===== src/rtl/render_pixel_sink.sv =====
// AXI-Stream pixel sink: raster-counts incoming pixels, writes them to a framebuffer
// port through a single-entry output register, and checks TLAST framing per frame.
module render_pixel_sink #(
  parameter int H_RES       = 640,
  parameter int V_RES       = 480,
  parameter int PIXEL_WIDTH = 24,
  parameter int ADDR_WIDTH  = 19
) (
  input  logic                   ap_clk,
  input  logic                   ap_rst,
  input  logic                   enable,
  input  logic                   clr_err,
  input  logic                   s_stream_TVALID,
  output logic                   s_stream_TREADY,
  input  logic [PIXEL_WIDTH-1:0] s_stream_TDATA,
  input  logic                   s_stream_TLAST,
  output logic                   fb_we,
  output logic [ADDR_WIDTH-1:0]  fb_addr,
  output logic [PIXEL_WIDTH-1:0] fb_wdata,
  input  logic                   fb_ready,
  output logic                   frame_done,
  output logic [15:0]            frame_count,
  output logic                   err_early_last,
  output logic                   err_missing_last,
  output logic                   busy
);

  localparam int XW = (H_RES > 1) ? $clog2(H_RES) : 1;
  localparam int YW = (V_RES > 1) ? $clog2(V_RES) : 1;
  localparam logic [XW-1:0] X_LAST = XW'(H_RES - 1);
  localparam logic [YW-1:0] Y_LAST = YW'(V_RES - 1);

  typedef enum logic [1:0] {ST_IDLE, ST_RECV, ST_FLUSH} state_t;

  state_t                 state_q;
  logic [XW-1:0]          x_q;
  logic [YW-1:0]          y_q;
  logic [ADDR_WIDTH-1:0]  addr_q;
  logic                   fb_we_q;
  logic [ADDR_WIDTH-1:0]  fb_addr_q;
  logic [PIXEL_WIDTH-1:0] fb_wdata_q;
  logic                   frame_done_q;
  logic [15:0]            frame_count_q;
  logic                   err_early_q, err_missing_q;

  logic tready, accept, at_last, in_recv;
  logic err_early_d, err_missing_d;

  // The output register can take a new pixel when empty or draining this cycle.
  always_comb begin
    tready = 1'b0;
    unique case (state_q)
      ST_RECV:  tready = !fb_we_q || fb_ready;
      ST_FLUSH: tready = 1'b1;
      default:  tready = 1'b0;
    endcase
  end

  assign accept  = s_stream_TVALID && tready;
  assign at_last = (x_q == X_LAST) && (y_q == Y_LAST);
  assign in_recv = (state_q == ST_RECV);

  // A new error in the same cycle as clr_err keeps the flag set.
  assign err_early_d   = (in_recv && accept && s_stream_TLAST && !at_last) ||
                         (err_early_q && !clr_err);
  assign err_missing_d = (in_recv && accept && !s_stream_TLAST && at_last) ||
                         (err_missing_q && !clr_err);

  always_ff @(posedge ap_clk or posedge ap_rst) begin
    if (ap_rst) begin
      state_q       <= ST_IDLE;
      x_q           <= '0;
      y_q           <= '0;
      addr_q        <= '0;
      fb_we_q       <= 1'b0;
      fb_addr_q     <= '0;
      fb_wdata_q    <= '0;
      frame_done_q  <= 1'b0;
      frame_count_q <= '0;
      err_early_q   <= 1'b0;
      err_missing_q <= 1'b0;
    end else begin
      frame_done_q  <= 1'b0;
      err_early_q   <= err_early_d;
      err_missing_q <= err_missing_d;
      if (fb_we_q && fb_ready) fb_we_q <= 1'b0;

      unique case (state_q)
        ST_IDLE: begin
          if (enable) begin
            state_q <= ST_RECV;
            x_q     <= '0;
            y_q     <= '0;
            addr_q  <= '0;
          end
        end
        ST_RECV: begin
          if (accept) begin
            fb_we_q    <= 1'b1;
            fb_addr_q  <= addr_q;
            fb_wdata_q <= s_stream_TDATA;
            if (at_last || s_stream_TLAST) begin
              // Frame boundary (real or early TLAST): restart raster at pixel 0.
              x_q    <= '0;
              y_q    <= '0;
              addr_q <= '0;
              if (at_last) begin
                frame_done_q  <= 1'b1;
                frame_count_q <= frame_count_q + 16'd1;
              end
              if (at_last && !s_stream_TLAST) state_q <= ST_FLUSH;
              else                            state_q <= enable ? ST_RECV : ST_IDLE;
            end else begin
              addr_q <= addr_q + ADDR_WIDTH'(1);
              if (x_q == X_LAST) begin
                x_q <= '0;
                y_q <= y_q + YW'(1);
              end else begin
                x_q <= x_q + XW'(1);
              end
            end
          end
        end
        ST_FLUSH: begin
          // Discard beats until the stream's own TLAST resynchronises framing.
          if (accept && s_stream_TLAST) state_q <= enable ? ST_RECV : ST_IDLE;
        end
        default: state_q <= ST_IDLE;
      endcase
    end
  end

  assign s_stream_TREADY  = tready;
  assign fb_we            = fb_we_q;
  assign fb_addr          = fb_addr_q;
  assign fb_wdata         = fb_wdata_q;
  assign frame_done       = frame_done_q;
  assign frame_count      = frame_count_q;
  assign err_early_last   = err_early_q;
  assign err_missing_last = err_missing_q;
  assign busy             = (state_q != ST_IDLE) || fb_we_q;

endmodule


===== config.mk =====
export PLATFORM = sky130hd
export DESIGN_NAME = render_pixel_sink
export DESIGN_NICKNAME = d
export VERILOG_FILES = /design/src/rtl/render_pixel_sink.sv
export SDC_FILE = /design/constraint.sdc
export NUM_CORES = 1
export LEC_CHECK = 0
export CAP_MARGIN = 5
export CORE_ASPECT_RATIO = 1.5
export CORE_MARGIN = 5
export CORE_UTILIZATION = 45
export CTS_CLUSTER_DIAMETER = 120
export CTS_CLUSTER_SIZE = 25
export DETAILED_ROUTE_END_ITERATION = 8
export MAX_ROUTING_LAYER = met4
export PLACE_DENSITY_LB_ADDON = 0.25
export SYNTH_ARGS = -nofsm -noshare
export SYNTH_HDL_FRONTEND = slang
export SYNTH_SLANG_ARGS = --single-unit

===== constraint.sdc =====
create_clock -name ap_clk -period 3.2 [get_ports ap_clk]
set_input_delay 0.48 -clock ap_clk [delete_from_list [all_inputs] [get_ports ap_clk]]
set_output_delay 0.48 -clock ap_clk [all_outputs]
set_load 0.03 [all_outputs]

==> results.cfg <==
[sta]
worst_slew_pin_slew_ns = 0.829
fin_crit_ns = 2.50
finalCritPeriodShare = 0.782
fin_worst_skew_ns = 0.00921
relSlewSlack = 0.448
clock.fmax_mhz = 400
worst_hold_slack_ns = 0.488
finalSetupViolCount = 0
final-max-slew-violation-count = 0
rsz0062_at_grt = false
hold_viol = 0
fin_tns_setup_ns = 0

[setup_path]
r2r_cells = 8
cp.required_ns = 2.72
worstPathMaxFanout = 8
endpoint_kind = output port
cp-start-kind = flip-flop
cp.arrival_ns = 2.02
reg2reg_to = addr_q[3]
criticalPathCategory = reg2out
reg2reg_from = state_q[1]
reg2reg_slack_ns = 0.77

[routing]
postRouteAntennaNets = 0
num_vias = 3807
wire_per_inst_um = 16.1
vias_per_cell = 5.50
drt_iter0_markers = 301
drc = 0
drt_pre_antenna_iters = 5
routed_wl_um = 11200

[cts]
cts_buffer_depth = 2
cts_root_buffer = clkbuf_16
numCtsBuffers = 9
clk_pin_slew_ns = 0.06
h-tree-depth = 3
cts_hold_buf = 0
cts.sinks = 103
cts.repair.resized = 0
cts_tree = done
clock_latency_ns = 0.35
postCtsSetupBuffers = 0

[synthesis]
ys_async_sr_fraction = 1.00
yosys-top-cells-area = dfrtp_1 (53%), mux2_2 (10%), nand3_1 (3.4%)
ys_types = 51
synth_area_leader_cell = dfrtp_1
synth_nets = 484
netlist_instances = 445
synth_top_area_share = 0.528
synthFlopType = dfrtp_1
syn_area_mm2 = 0.00488
synth-warning-count = 0
synth.avg_cell_area_um2 = 11.0
synth_edf_count = 0
ys_ff_latch = 103
ys_seq_area_frac = 0.528

[floorplanning]
core.rowCount = 46
io_pins = 96
core_mm2 = 0.0106
dieArea_mm2 = 0.0131
die_h_um = 138
die_x_um = 95.1
start_util = 0.461

[placed_design]
dp.final_hpwl_um = 7880
placed_area_mm2 = 0.00601
place.gp.congestion = 0.850
place_inst = 677
numPortBuffers = 95

[layout]
regArea_mm2 = 0.00258
final_common_cell = dfrtp_1
multi_input_area_mm2 = 0.00219
fillCellCount = 918
final_cells = 692
fin_nets = 583
design_area_mm2 = 0.00629
drive_gt1_frac = 0.144
area_growth_pct = 28.7
final_cell_mix = dfrtp_1 (103), clkdlybuf4s50_1 (95), mux2_2 (45), nand2_1 (42), nand3_1 (33)
num_antenna_cells = 0

[global_route]
grt_overflow_total = 0
grt_pass1_vias = 3787
track_usage = 0.180
grt_pass1_wl_um = 18200
grt_max_degree = 71
antenna_found_initial = 0

[run]
maxCapViolations = 0

[status]
outcome = finished clean

[power_and_ir_drop]
ir_drop_v = 0.000343
cellLeakagePower_uw = 0.00283
p_total_uw = 4420
powerDensity_mw_per_mm2 = 704

[worst_hold_path]
min_to = fb_addr[5]
min_from = fb_addr[5]
hold_path_class = reg2reg
min_path_cells = 2
synth_stat cells (2+ instances only):
master,number
nor3_1,8
xnor2_1,2
a21oi_1,14
nand3_1,33
a31oi_1,16
or3_1,4
o32ai_1,2
nor4_4,2
nor4_1,3
buf_2,6
inv_1,14
nand2_1,42
and4_1,2
nand4_1,9
o21ai_0,23
and2_1,6
nand2b_1,7
nand4b_1,2
clkbuf_1,8
and3_1,8
o41ai_1,3
mux2_2,45
o22ai_1,2
o31ai_1,3
nor2_1,19
a21o_1,3
nor3b_1,3
nand4bb_1,2
ha_1,8
mux2i_1,6
nor2b_1,2
a41oi_1,2
a22o_1,4
dfrtp_1,103
xor2_1,13
where the power goes:
part	internal [uW]	total [uW]	switching, uW	leakage, uW
Combinational	744	1740	999	0.00132
Clock	549	1020	469	0.000136
Sequential	1520	1660	140	0.00137
how the worst max path moves through the flow:
stage	startpoint	endpoint	cells after the start
2_1_floorplan	ap_rst	addr_q[0]	1
3_3_place_gp	s_stream_TLAST	addr_q[18]	7
3_5_place_dp	s_stream_TLAST	addr_q[18]	7
4_1_cts	state_q[1]	s_stream_TREADY	5
5_1_grt	state_q[1]	addr_q[3]	8
6_report	state_q[1]	s_stream_TREADY	5
metrics by stage:
stage          worst slack [ns]  utilization
2_1_floorplan            0.0162            -
3_3_place_gp              0.616        0.568
3_5_place_dp              0.548        0.568
4_1_cts                   0.687        0.594
5_1_grt                   0.562        0.594
6_report                  0.698        0.594
area by class of cell:
class,count,area share
Sequential cell,103,0.410
Clock buffer,11,0.0386
Clock inverter,4,0.00498
Timing Repair Buffer,103,0.161
Multi-Input combinational cell,313,0.348
Inverter,14,0.00876
Tap cell,144,0.0287
flip-flops by register name, indices dropped and copies added, names as in the netlist, 2 cells and up:
signal       flops
x_q             10
y_q              9
addr_q          19
frame_count     16
state_q          2
fb_addr         19
fb_wdata        24
routing by layer:
layer,global-route usage,share of wire,up-vias,routed length [um]
li1,-,-,1822,-
met1,0.210,0.40,1851,4500
met2,0.309,0.52,112,5850
met3,0.0355,0.050,22,559
met4,0.0578,0.022,0,249
met5,-,0,-,0
worst max-delay path, cell delays in order (launching register included):
cell and delay (ns):
dfrtp_1 0.41, inv_1 0.09, ha_1 0.29, a21oi_1 0.10, nor2b_1 0.11, clkdlybuf4s50_1 0.68
cells by family (layout without fill, tap and decap cells):
kind of cell	after synthesis	in the layout	share of synthesized area
muxes	51	51	0.116
adders and majority gates	8	8	0.0205
and+or+nand+nor	157	157	0.176
xor gates and xnor gates	15	15	0.0269
AOI/OAI and AO/OA	82	82	0.108
buffers and inverters	29	132	0.0246
DFF	103	103	0.528
Note: power is estimated with default switching activity, not from simulation.
